===== src/rtl/rx_rr_arbiter_if.sv =====
// Handshake bundle between the rx deserialisers, the round-robin arbiter
// and the router input FIFO, plus the grant-statistics readback.
interface rx_rr_arbiter_if #(
    parameter int ITEM_W = 8,
    parameter int STAT_W = 16
);
    logic [4:0]          rx_valid;
    logic [5*ITEM_W-1:0] rx_items;
    logic [4:0]          rx_read;
    logic                fifo_full;
    logic                fifo_write;
    logic [ITEM_W-1:0]   fifo_item;
    logic [2:0]          stat_sel;
    logic [STAT_W-1:0]   stat_count;

    // Arbiter side
    modport slave (
        input  rx_valid, rx_items, fifo_full, stat_sel,
        output rx_read, fifo_write, fifo_item, stat_count
    );

    // rx ports / FIFO / status reader side
    modport master (
        output rx_valid, rx_items, fifo_full, stat_sel,
        input  rx_read, fifo_write, fifo_item, stat_count
    );
endinterface


===== src/rtl/rx_rr_arbiter.sv =====
// Round-robin arbiter sharing the router input FIFO write port among the
// five rx deserialisers (N, S, E, W, Local). One registered output slot
// decouples the rx pop handshake from the FIFO full flag.
// Optional per-port grant counters: define RX_ARB_STATS_EN.
module rx_rr_arbiter #(
    parameter int ITEM_W = 8,
    parameter int STAT_W = 16
) (
    input  logic              clk,
    input  logic              reset,
    rx_rr_arbiter_if.slave    arb
);

    logic [2:0]        r_ptr;
    logic              r_slot_valid;
    logic [ITEM_W-1:0] r_slot_data;

    logic [2:0]        w_ptr;
    logic              w_fifo_write;
    logic              w_accept;
    logic              w_grant_valid;
    logic [2:0]        w_grant_idx;
    logic [4:0]        w_rx_read;
    logic              w_pop;

    // (p + k) mod 5 for p in 0..4, k in 0..4
    function automatic logic [2:0] wrap5(input logic [2:0] p, input logic [2:0] k);
        logic [3:0] s;
        s = {1'b0, p} + {1'b0, k};
        if (s >= 4'd5) s = s - 4'd5;
        return s[2:0];
    endfunction

    // Unreachable pointer codes fall back to port 0
    assign w_ptr = (r_ptr > 3'd4) ? 3'd0 : r_ptr;

    assign w_fifo_write = r_slot_valid & ~arb.fifo_full;
    assign w_accept     = ~r_slot_valid | w_fifo_write;

    // Search from ptr upward; scan lowest priority first so the
    // highest-priority valid port is the last one written.
    always_comb begin
        w_grant_valid = 1'b0;
        w_grant_idx   = 3'd0;
        for (int k = 4; k >= 0; k--) begin
            if (arb.rx_valid[wrap5(w_ptr, 3'(k))]) begin
                w_grant_valid = 1'b1;
                w_grant_idx   = wrap5(w_ptr, 3'(k));
            end
        end
    end

    assign w_pop = w_accept & w_grant_valid;

    // One-hot pop pulse, only while the slot can take the item
    always_comb begin
        w_rx_read = '0;
        if (w_pop) w_rx_read[w_grant_idx] = 1'b1;
    end

    assign arb.rx_read    = w_rx_read;
    assign arb.fifo_write = w_fifo_write;
    assign arb.fifo_item  = r_slot_data;

    // Slot fill/drain and pointer advance past the winner
    always_ff @(posedge clk or posedge reset) begin
        if (reset) begin
            r_ptr        <= 3'd0;
            r_slot_valid <= 1'b0;
            r_slot_data  <= '0;
        end else if (w_pop) begin
            r_slot_data  <= arb.rx_items[w_grant_idx*ITEM_W +: ITEM_W];
            r_slot_valid <= 1'b1;
            r_ptr        <= (w_grant_idx == 3'd4) ? 3'd0 : w_grant_idx + 3'd1;
        end else if (w_fifo_write) begin
            r_slot_valid <= 1'b0;
        end
    end

`ifdef RX_ARB_STATS_EN
    logic [4:0][STAT_W-1:0] r_stat_cnt;

    // Saturating per-port grant counters
    always_ff @(posedge clk or posedge reset) begin
        if (reset) begin
            r_stat_cnt <= '0;
        end else begin
            for (int i = 0; i < 5; i++) begin
                if (w_rx_read[i] && (r_stat_cnt[i] != {STAT_W{1'b1}}))
                    r_stat_cnt[i] <= r_stat_cnt[i] + 1'b1;
            end
        end
    end

    // Readback mux; indices 5-7 read as zero
    always_comb begin
        arb.stat_count = '0;
        if (arb.stat_sel <= 3'd4) arb.stat_count = r_stat_cnt[arb.stat_sel];
    end
`else
    assign arb.stat_count = '0;
`endif

endmodule


===== src/flat_wrapper.sv =====
// flat-port wrapper written by rule: the top's interface ports become plain ports
module rx_rr_arbiter_flat 
#(
    parameter int ITEM_W = 8,
    parameter int STAT_W = 16
)
  (clk, reset, arb_rx_valid, arb_rx_items, arb_fifo_full, arb_stat_sel, arb_rx_read, arb_fifo_write, arb_fifo_item, arb_stat_count);
  rx_rr_arbiter_if #(.ITEM_W(ITEM_W), .STAT_W(STAT_W)) arb_i ();
  input  logic clk;
  input  logic reset;
  input wire logic [$bits(arb_i.rx_valid)-1:0] arb_rx_valid;
  input wire logic [$bits(arb_i.rx_items)-1:0] arb_rx_items;
  input wire logic [$bits(arb_i.fifo_full)-1:0] arb_fifo_full;
  input wire logic [$bits(arb_i.stat_sel)-1:0] arb_stat_sel;
  output wire logic [$bits(arb_i.rx_read)-1:0] arb_rx_read;
  output wire logic [$bits(arb_i.fifo_write)-1:0] arb_fifo_write;
  output wire logic [$bits(arb_i.fifo_item)-1:0] arb_fifo_item;
  output wire logic [$bits(arb_i.stat_count)-1:0] arb_stat_count;
  assign arb_i.rx_valid = arb_rx_valid;
  assign arb_i.rx_items = arb_rx_items;
  assign arb_i.fifo_full = arb_fifo_full;
  assign arb_i.stat_sel = arb_stat_sel;
  assign arb_rx_read = arb_i.rx_read;
  assign arb_fifo_write = arb_i.fifo_write;
  assign arb_fifo_item = arb_i.fifo_item;
  assign arb_stat_count = arb_i.stat_count;
  rx_rr_arbiter #(.ITEM_W(ITEM_W), .STAT_W(STAT_W)) u_core (.clk(clk), .reset(reset), .arb(arb_i));
endmodule

===== config.mk =====
export PLATFORM = sky130hd
export DESIGN_NAME = rx_rr_arbiter_flat
export DESIGN_NICKNAME = d
export VERILOG_FILES = /design/src/rtl/rx_rr_arbiter_if.sv /design/src/rtl/rx_rr_arbiter.sv /design/src/flat_wrapper.sv
export SDC_FILE = /design/constraint.sdc
export NUM_CORES = 1
export LEC_CHECK = 0
export CAP_MARGIN = 20
export CORE_MARGIN = 4
export CORE_UTILIZATION = 35
export DETAILED_ROUTE_END_ITERATION = 10
export PLACE_DENSITY = 0.67
export SLEW_MARGIN = 5
export SYNTH_ARGS = -nofsm -noshare
export SYNTH_HDL_FRONTEND = slang
export SYNTH_SLANG_ARGS = --single-unit
export TNS_END_PERCENT = 50

===== constraint.sdc =====
create_clock -name clk -period 4.2 [get_ports clk]
set_input_delay 0.42 -clock clk [delete_from_list [all_inputs] [get_ports clk]]
set_output_delay 0.42 -clock clk [all_outputs]
set_load 0.02 [all_outputs]

==> run_results.csv, run 1 <==
group,metric,value,unit
power,cellPowerDensity,1089,nW/µm²
layout,flow.area_growth_from_synthesis,45.13,%
clock_tree,htreeDepth,1,
layout,layout_commonest_cell,"sky130_fd_sc_hd__clkdlybuf4s50_1",
synthesis,synth_enable_flop_cells,0,
global_routing,grt_start_max_net_pins,19,
synthesis,ys_async_sr_fraction,1.000,
routing,drt_wl_total,6777,µm
worst_hold_path,worstHoldPathType,"in -> async",
place,portBuffers,61,
routing,ant_nets,0,
clock_tree,tritoncts,"done",
clock_tree,clock_transition_at_the_registers_of_the_reported_paths,0.06,ns
synthesis,avgSynthCellArea,7.471,µm²
routing,vias_per_cell,5.459,
routing,wl_per_cell,15.87,µm
critical_path,crit_path_cell_trace,"nor2b_2, inv_1, ha_1, ha_1, nand2b_1, nor2b_1, a41o_1, nor3_2, a31oi_2, a22oi_2, a221oi_2, buf_4, or2_4, nor2_1, clkdlybuf4s15_2",
critical_path,worstSetupStartpointType,"flip-flop",
die,die_area,7160,µm²
place,dp.final_hpwl,5247,µm
layout,diodes,0,
critical_path,timing.critical_path.slowest_stage_cell,"sky130_fd_sc_hd__dfrtp_1",
timing,report.final.slew_viol_count,0,
routing,iter_0_drt_violations,154,
timing,report.final.setup_viol,0,
clock_tree,root_buffer_selected_by_cts,"sky130_fd_sc_hd__clkbuf_8",
synthesis,post_synth_instance_area,2054,µm²
die,dieHeight,84.62,µm
critical_path,slowest_delay,0.40,ns
clock_tree,cts_sinks,12,
clock_tree,clock_insertion_delay_worst_skew,0.24,ns
critical_path,rr_worst_depth,15,
run,max-cap-violations,0,
critical_path,crit_fanout,10,
timing,final.setup.worst_slack,0.1705,ns
layout,fraction_of_final_layout_cells_with_drive_strength_greater_than_1,0.1944,
routing,vias,2331,
global_routing,globalRouteOverflowTotal,0,
place,dpl_ws,-0.04316,ns
timing,final-hold-violation-count,0,
global_routing,first_global_vias,2279,
critical_path,arrival,3.61,ns
routing,post-route-drc-count,0,
synthesis,netlist_instances,275,
die,initial_utilization,0.3664,
timing,final.setup_skew,0.0007798,ns
synthesis,synth-seq-area-share,0.1462,
synthesis,yosysWarnings,0,
routing,detailedRoute.firstPassIterationCount,4,
die,placement_rows,27,
timing,setup_tns,0,ns
layout,final_cell_mix,"sky130_fd_sc_hd__clkdlybuf4s50_1 (56), sky130_fd_sc_hd__buf_4 (33), sky130_fd_sc_hd__nand2_1 (31), sky130_fd_sc_hd__conb_1 (16), sky130_fd_sc_hd__a21o_1 (13)",
global_routing,gr-usage-all-layers,0.1794,
clock_tree,cts-buffers-inserted,3,
timing,post-route-period-util,0.9594,
layout,filler_cell_count,560,
die,fp.coreArea,5608,µm²
critical_path,critPathCaptureType,"primary output",
synthesis,netlist-cell-type-count,58,
timing,highest_clock_frequency_the_design_can_meet,248.2,MHz
clock_tree,postCtsHoldBufs,0,
status,run_status,"complete, no violations",
synthesis,synth_top_flop_cell,"sky130_fd_sc_hd__dfrtp_1",
die,dieWidth,84.62,µm
clock_tree,clock_tree.buffer_depth,2,
timing,final_period_minus_worst_setup_slack,4.029,ns
synthesis,synth.ff_latch_count,12,
power,vdd.ir_drop.worst,590.3,µV
critical_path,timing_worst_setup_path_type,"reg -> out",
global_routing,grt_pass1_wl,10620,µm
place,finalWeightedCongestion,0.8895,
timing,fin_hold_ws,0.4878,ns
layout,finish.net_count,414,
critical_path,cp_data_required_time,3.78,ns
critical_path,crit_top_cell,"sky130_fd_sc_hd__ha_1",
die,ios,81,
power,power.leakage,1.302,nW
global_routing,grt_antenna_before_repair,0,
-- final timing paths --
check                           startpoint                      end  slack, ns
max in group asynchronous            reset          u_core.r_ptr[2]       3.36
hold / removal                       reset      u_core.r_slot_valid       0.49
min in group clk           u_core.r_ptr[1]          u_core.r_ptr[1]       0.56
setup reg to reg           u_core.r_ptr[1]  u_core.arb.fifo_item[7]       0.72
setup / recovery           u_core.r_ptr[1]           arb_rx_read[2]       0.17
hold reg to reg            u_core.r_ptr[1]          u_core.r_ptr[1]       0.56
-- synth_stat cells, types with 6 or more instances --
| cell | number | area, µm² |
|---|---|---|
| sky130_fd_sc_hd__a311oi_1 | 8 | 70.07 |
| sky130_fd_sc_hd__o21ai_0 | 11 | 55.05 |
| sky130_fd_sc_hd__buf_4 | 18 | 135.1 |
| sky130_fd_sc_hd__dfrtp_1 | 12 | 300.3 |
| sky130_fd_sc_hd__nor2_1 | 6 | 22.52 |
| sky130_fd_sc_hd__buf_2 | 6 | 30.03 |
| sky130_fd_sc_hd__nor4_1 | 8 | 50.05 |
| sky130_fd_sc_hd__mux2i_1 | 6 | 60.06 |
| sky130_fd_sc_hd__and3_1 | 12 | 75.07 |
| sky130_fd_sc_hd__o31ai_1 | 8 | 60.06 |
| sky130_fd_sc_hd__a21oi_1 | 7 | 35.03 |
| sky130_fd_sc_hd__ha_1 | 7 | 87.58 |
| sky130_fd_sc_hd__nand2b_1 | 10 | 62.56 |
| sky130_fd_sc_hd__clkbuf_1 | 8 | 30.03 |
| sky130_fd_sc_hd__nand3_1 | 10 | 50.05 |
| sky130_fd_sc_hd__nand2_1 | 33 | 123.9 |
| sky130_fd_sc_hd__nor2b_1 | 8 | 50.05 |
| sky130_fd_sc_hd__and2_1 | 7 | 43.79 |
| sky130_fd_sc_hd__a21o_1 | 13 | 97.59 |
-- sequential cells by signal, indices dropped and copies added, names as in the netlist --
name,cells
u_core.arb.fifo_item,8
u_core.r_ptr,3
u_core.r_slot_valid,1
-- worst max-delay path, delay by kind of cell (launching register included) --
| kind | cells | cell delay (ns) |
|---|---|---|
| adders and majority gates | 2 | 0.52 |
| DFF | 1 | 0.40 |
| and+or+nand+nor | 6 | 1.11 |
| buffers and inverters | 3 | 0.59 |
| AOI/OAI and AO/OA | 4 | 0.72 |
-- metal layers --
layer / wire length [µm] / track usage
met5: 0 / 0
met4: 80 / 0.05612
met3: 558 / 0.04416
met2: 3280 / 0.3174
met1: 2858 / 0.2117
-- layout make-up --
type	instances	area, µm²	share of cell area
Multi-Input combinational cell	237	1642	0.5506
Clock buffer	4	55.05	0.01846
Inverter	7	28.78	0.009652
Sequential cell	12	301.5	0.1011
Timing Repair Buffer	95	864.6	0.2900
Tap cell	72	90.09	0.03021
-- cell families (layout without fill, tap and decap cells) --
logic type,count (synthesis),in the layout,share of synthesized area
flip-flops,12,12,0.1462
multiplexers,8,8,0.04020
buffers and inverters,41,106,0.1200
AO/OA/AOI/OAI,93,93,0.3392
other,1,16,0.001825
XOR/XNOR,2,2,0.008528
AND/OR/NAND/NOR,111,111,0.3015
adder cells (fa/ha/maj),7,7,0.04263
-- power breakdown --
part | switching, W | internal [W] | total, W
logic | 0.00160 | 0.00130 | 0.00290
registers | 0.0000352 | 0.000184 | 0.000219
clock network | 0.0000466 | 0.0000830 | 0.000130
total | 0.00168 | 0.00156 | 0.00325
-- through the flow --
stage / total power [W] / std cells / utilization / instance area, µm²
2_1_floorplan: 0.002105 / 290 / - / 2111
3_3_place_gp: 0.002940 / 422 / 0.5067 / 2841
3_5_place_dp: 0.002974 / 422 / 0.5067 / 2841
4_1_cts: 0.003103 / 426 / 0.5178 / 2904
5_1_grt: 0.003525 / 427 / 0.5317 / 2982
6_report: 0.003246 / 427 / 0.5317 / 2982
-- what timing repair did --
item                                    in CTS  in global routing
setup buffers                                0                  1
endpoints found under the setup margin       4                  5
gates resized for setup                     11                 22
pin swaps                                    0                  3
(Power assumes the default switching activity.)
==> run 2: changes to the inputs <==
- clock period: 4.2 -> 4.8 ns (I/O delays scaled with it)
==> run_results.csv, run 2 (synthesis gave the netlist of run 1 again) <==
group,metric,value,unit
place,dpl_ws,0.2432,ns
global_routing,grt_pass1_wl,10550,µm
routing,ant_nets,0,
critical_path,rr_worst_depth,13,
critical_path,slowest_delay,0.61,ns
timing,final.setup_skew,0.001594,ns
clock_tree,post_cts_resize_count,1,
clock_tree,clock_transition_at_the_registers_of_the_reported_paths,0.06,ns
layout,stdcell_area,2813,µm²
global_routing,gr-usage-all-layers,0.1776,
timing,post-route-period-util,0.9664,
critical_path,cp_data_required_time,4.32,ns
die,die_area,7160,µm²
layout,number_of_flip_flops_in_the_largest_register,8,
routing,drt_wl_total,6486,µm
clock_tree,postCtsHoldBufs,0,
critical_path,reg2reg_to,"u_core.arb.fifo_item[2]",
critical_path,worst_reg2reg_path_startpoint,"u_core.r_ptr[2]",
timing,report.final.slew_viol_count,0,
power,fin_total_pwr,0.002652,W
timing,final_period_minus_worst_setup_slack,4.639,ns
die,initial_utilization,0.3664,
clock_tree,post-cts-setup-buffer-count,0,
power,power.leakage,1.199,nW
clock_tree,tritoncts,"done",
global_routing,globalRouteMet1Util,0.2189,
critical_path,critPathCaptureType,"primary output",
global_routing,grt_antenna_before_repair,0,
timing,final.setup.worst_slack,0.1614,ns
worst_hold_path,worstHoldPathType,"in -> async",
timing,rsz_0062_raised_after_global_routing,"yes",
run,max-cap-violations,0,
place,portBuffers,61,
timing,report.final.setup_viol,0,
layout,flow.area_growth_from_synthesis,36.91,%
timing,highest_clock_frequency_the_design_can_meet,215.6,MHz
timing,fin_hold_ws,0.5488,ns
layout,diodes,0,
clock_tree,cts-buffers-inserted,3,
die,placement_rows,27,
clock_tree,clock_tree.buffer_depth,2,
routing,iter_0_drt_violations,73,
global_routing,gr-max-usage-layer,"met2",
layout,layout.core_utilization,0.5016,
die,dieWidth,84.62,µm
critical_path,worstSetupStartpointType,"flip-flop",
power,vdd.ir_drop.worst,421.1,µV
layout,layout_commonest_cell,"sky130_fd_sc_hd__clkdlybuf4s50_1",
global_routing,first_global_vias,2283,
layout,final_cell_mix,"sky130_fd_sc_hd__clkdlybuf4s50_1 (60), sky130_fd_sc_hd__nand2_1 (32), sky130_fd_sc_hd__conb_1 (16), sky130_fd_sc_hd__a21o_1 (13), sky130_fd_sc_hd__buf_4 (13)",
routing,detailedRoute.firstPassIterationCount,4,
power,cellPowerDensity,943.0,nW/µm²
clock_tree,htreeDepth,1,
routing,post-route-drc-count,0,
critical_path,crit_path_cell_trace,"or3b_1, ha_1, nand2_2, mux2i_1, o21ai_0, a211o_1, and3_4, a22oi_2, a221oi_1, buf_4, or2_1, nor2_1, clkdlybuf4s50_1",
die,dieHeight,84.62,µm
layout,finish.net_count,394,
layout,fraction_of_final_layout_cells_with_drive_strength_greater_than_1,0.1104,
critical_path,timing_worst_setup_path_type,"reg -> out",
timing,final-hold-violation-count,0,
routing,vias_per_cell,5.509,
global_routing,grt_util_met2,0.3060,
place,dp.final_hpwl,4990,µm
timing,worstMarginPinSlew,0.4921,ns
critical_path,timing.critical_path.slowest_stage_cell,"sky130_fd_sc_hd__clkdlybuf4s50_1",
routing,vias,2242,
critical_path,timing.reg2reg.setup_slack,1.16,ns
critical_path,arrival,4.16,ns
die,fp.coreArea,5608,µm²
global_routing,globalRouteOverflowTotal,0,
clock_tree,cts_sinks,12,
clock_tree,clock_insertion_delay_worst_skew,0.24,ns
global_routing,global_route.usage.met3,0.03827,
place,dpl-instance-area,2699,µm²
place,finalWeightedCongestion,0.8632,
clock_tree,root_buffer_selected_by_cts,"sky130_fd_sc_hd__clkbuf_8",
die,ios,81,
critical_path,crit_fanout,10,
status,run_status,"complete, no violations",
routing,wl_per_cell,15.94,µm
timing,timing.slew.headroom,0.6700,
global_routing,grt_start_max_net_pins,24,
==> run 2: cell count changes in the layout (fill, tap and decap cells not counted), moves of 2 or more <==
| cell | delta |
|---|---|
| sky130_fd_sc_hd__clkdlybuf4s50_1 | +4 |
| sky130_fd_sc_hd__o21ai_0 | +2 |
| sky130_fd_sc_hd__clkdlybuf4s15_2 | -2 |
| sky130_fd_sc_hd__buf_4 | -20 |
| sky130_fd_sc_hd__ha_1 | +2 |
| sky130_fd_sc_hd__clkbuf_2 | -2 |
==> run 2: power breakdown <==
part	leakage, nW	internal (W)	total [W]	switching (W)
Combinational	1.04	0.00100	0.00235	0.00135
Sequential	0.135	0.000161	0.000190	0.0000293
Clock	0.0288	0.0000726	0.000113	0.0000406
Total	1.20	0.00123	0.00265	0.00142
==> run 2: worst max path at each step <==
stage | from | to | cells after the start
finish | u_core.r_ptr[2] | arb_rx_read[3] | 13
global route | u_core.r_ptr[0] | arb_rx_read[3] | 15
CTS | u_core.r_ptr[2] | arb_rx_read[0] | 12
detailed placement | u_core.r_ptr[2] | arb_rx_read[0] | 11
global placement | u_core.r_ptr[2] | arb_rx_read[0] | 12
floorplan | u_core.r_ptr[0] | arb_rx_read[2] | 13
==> run 2: critical path, delay by kind of cell, from the launching register on <==
family	cells	cell delay (ns)
AND/OR/NAND/NOR	5	1.24
flip-flops	1	0.45
AO/OA/AOI/OAI	4	0.72
buffers and inverters	2	0.82
adder cells (fa/ha/maj)	1	0.39
multiplexers	1	0.28
==> run 2: through the flow <==
stage	setup TNS, ns	instances
2_1_floorplan	0	290
3_3_place_gp	0	403
3_5_place_dp	0	403
4_1_cts	0	407
5_1_grt	-0.04539	407
6_report	0	407
==> run 2: final cells by class <==
| class | instances | area (µm²) |
|---|---|---|
| clock buffers | 4 | 55.05 |
| fillers | 586 | 2795 |
| inverters | 7 | 28.78 |
| multi-input cells | 237 | 1615 |
| flip-flops and latches | 12 | 301.5 |
| well taps | 72 | 90.09 |
| repair buffers | 75 | 721.9 |
==> run 2: metal layers <==
metal,part of all wire,vias up
met1,0.44,1036
met3,0.074,8
met2,0.47,78
met4,0.013,0
met5,0,-
li1,-,1120
==> run 3: changes to the inputs <==
--- a/config.mk
+++ b/config.mk
@@ -7,8 +7,9 @@
 export LEC_CHECK = 0
 export CAP_MARGIN = 20
-export CORE_MARGIN = 4
+export CORE_MARGIN = 2
 export CORE_UTILIZATION = 35
 export DETAILED_ROUTE_END_ITERATION = 10
 export PLACE_DENSITY = 0.67
+export SKIP_LAST_GASP = 1
 export SLEW_MARGIN = 5
 export SYNTH_ARGS = -nofsm -noshare
==> constraint.sdc (replaced) <==
create_clock -name clk -period 4.8 [get_ports clk]
set_input_delay 0.48 -clock clk [delete_from_list [all_inputs] [get_ports clk]]
set_output_delay 0.48 -clock clk [all_outputs]
set_load 0.01 [all_outputs]
==> run_results.csv, run 3 (synthesis gave the netlist of run 1 again) <==
group,metric,value,unit
die,placement_rows,27,
routing,routed-wl-met3,524,µm
critical_path,timing.reg2reg.setup_slack,1.00,ns
layout,fraction_of_final_layout_cells_with_drive_strength_greater_than_1,0.1217,
routing,post-route-drc-count,0,
routing,vias,2302,
place,portBuffers,61,
timing,post-route-period-util,0.9481,
global_routing,first_global_vias,2221,
power,switching_share,0.5214,
layout,flow.area_growth_from_synthesis,37.27,%
clock_tree,clock_insertion_delay_worst_skew,0.23,ns
routing,iter_0_drt_violations,160,
timing,final.setup_skew,0.0007914,ns
power,combPwrFrac,0.888,
layout,finish.net_count,396,
die,die_area,6499,µm²
layout,final-instance-count-excl-fill,409,
die,dieWidth,80.62,µm
global_routing,globalRouteOverflowTotal,0,
timing,report.final.setup_viol,0,
power,cellPowerDensity,934.2,nW/µm²
die,initial_utilization,0.3686,
clock_tree,tritoncts,"done",
critical_path,crit_fanout,9,
critical_path,rr_worst_depth,14,
power,seqPwrFrac,0.072,
place,dp.final_hpwl,4921,µm
routing,vias_per_cell,5.628,
clock_tree,cts_sinks,12,
worst_hold_path,worstHoldPathType,"in -> async",
layout,final_cell_mix,"sky130_fd_sc_hd__clkdlybuf4s50_1 (61), sky130_fd_sc_hd__nand2_1 (31), sky130_fd_sc_hd__conb_1 (16), sky130_fd_sc_hd__buf_4 (15), sky130_fd_sc_hd__a21o_1 (13)",
clock_tree,root_buffer_selected_by_cts,"sky130_fd_sc_hd__clkbuf_8",
clock_tree,cts-buffers-inserted,3,
critical_path,worstSetupStartpointType,"flip-flop",
routing,wl_per_cell,15.97,µm
power,vdd.ir_drop.worst,480.5,µV
clock_tree,clock_transition_at_the_registers_of_the_reported_paths,0.05,ns
timing,report.final.slew_viol_count,0,
clock_tree,postCtsHoldBufs,0,
timing,rsz_0062_raised_after_global_routing,"no",
die,dieHeight,80.62,µm
power,power.leakage,1.192,nW
global_routing,grt_start_max_net_pins,24,
die,ios,81,
layout,number_of_flip_flops_in_the_largest_register,8,
die,fp.coreArea,5574,µm²
critical_path,worst_reg2reg_path_startpoint,"u_core.r_ptr[2]",
critical_path,critPathCaptureType,"primary output",
power,p_sw,0.001374,W
routing,detailedRoute.firstPassIterationCount,4,
routing,route.layer.met1.wl,2867,µm
routing,ant_nets,0,
global_routing,gr-usage-all-layers,0.2006,
power,clkPwrFrac,0.041,
routing,drt_wl_total,6530,µm
timing,final-hold-violation-count,0,
critical_path,reg2reg_to,"u_core.arb.fifo_item[0]",
global_routing,grt_pass1_wl,10430,µm
timing,highest_clock_frequency_the_design_can_meet,219.7,MHz
layout,diodes,0,
critical_path,arrival,4.07,ns
power,power_report.internal_total,0.001261,W
critical_path,timing_worst_setup_path_type,"reg -> out",
critical_path,cp_data_required_time,4.32,ns
global_routing,grt_antenna_before_repair,0,
clock_tree,htreeDepth,1,
routing,top_layer_used,"met4",
timing,setup_tns,0,ns
place,place_inst,402,
place,finalWeightedCongestion,0.8642,
layout,layout_commonest_cell,"sky130_fd_sc_hd__clkdlybuf4s50_1",
timing,final_period_minus_worst_setup_slack,4.551,ns
clock_tree,clock_tree.buffer_depth,2,
run,max-cap-violations,0,
routing,detailroute.wirelength.met2,2994,µm
status,run_status,"complete, no violations",
-- run 3: changes by cell type in the layout (fill, tap and decap cells not counted), sizes merged --
cell and delta:
buf +2, dlymetal6s2s -1, clkdlybuf4s50 +1
-- run 3: per-stage QoR --
stage,cell area (µm²),setup slack [ns],total power (W),util,hold slack [ns]
global route,2820,0.02329,0.002860,0.5059,0.6235
detailed placement,2691,0.3385,0.002358,0.4828,0.6558
finish,2820,0.2491,0.002635,0.5059,0.5693
global placement,2691,0.3699,0.002326,0.4828,0.6429
floorplan,2111,1.182,0.001781,-,0.3447
CTS,2746,0.05746,0.002481,0.4927,0.5832
-- run 3: worst max-delay path, stage by stage, from the launching register on --
cell and delay, ns:
sky130_fd_sc_hd__dfrtp_1 0.43, sky130_fd_sc_hd__buf_4 0.20, sky130_fd_sc_hd__nand2b_2 0.22, sky130_fd_sc_hd__ha_1 0.20
sky130_fd_sc_hd__ha_1 0.24, sky130_fd_sc_hd__inv_1 0.12, sky130_fd_sc_hd__a211oi_1 0.09, sky130_fd_sc_hd__a211oi_2 0.33
sky130_fd_sc_hd__mux2_2 0.38, sky130_fd_sc_hd__a31oi_1 0.23, sky130_fd_sc_hd__a22oi_2 0.13, sky130_fd_sc_hd__a221oi_2 0.27
sky130_fd_sc_hd__and3b_2 0.30, sky130_fd_sc_hd__and2_1 0.15, sky130_fd_sc_hd__clkdlybuf4s50_1 0.53
-- run 3: what timing repair did --
| item | 4_1_cts | 5_1_grt |
|---|---|---|
| endpoints found under the setup margin | 0 | 4 |
| buffers inserted | 0 | 3 |
| gates resized for setup | 0 | 13 |
-- run 3: worst max path at each step --
stage,start,to,slack [ns],cells past startpoint
floorplan,u_core.r_ptr[0],arb_rx_read[2],1.18,13
global placement,u_core.r_ptr[2],arb_rx_read[0],0.37,14
detailed placement,u_core.r_ptr[2],arb_rx_read[1],0.34,14
CTS,u_core.r_ptr[2],arb_rx_read[1],0.06,14
global route,u_core.r_ptr[2],arb_rx_read[1],0.02,13
finish,u_core.r_ptr[2],arb_rx_read[1],0.25,14
-- run 3: power groups by stage --
stage	combinational, W	clock, W	sequential, W
after floorplan	0.00158	0	0.000204
after global placement	0.00214	0	0.000189
after detailed placement	0.00217	0	0.000189
after CTS	0.00218	0.000110	0.000188
after global routing	0.00255	0.000115	0.000195
final	0.00234	0.000108	0.000189
-- run 3: per-layer routing --
| layer | vias to the layer above | GRT usage |
|---|---|---|
| met5 | - | 0 |
| met4 | 0 | 0.06102 |
| met3 | 14 | 0.04270 |
| met2 | 110 | 0.3300 |
| met1 | 1050 | 0.2613 |
| li1 | 1128 | - |
-- run 3: layout make-up --
type,count,area [µm²]
multi-input cells,237,1612
well taps,72,90.09
clock buffers,4,55.05
fillers,560,2754
repair buffers,77,734.5
inverters,7,28.78
flip-flops and latches,12,300.3
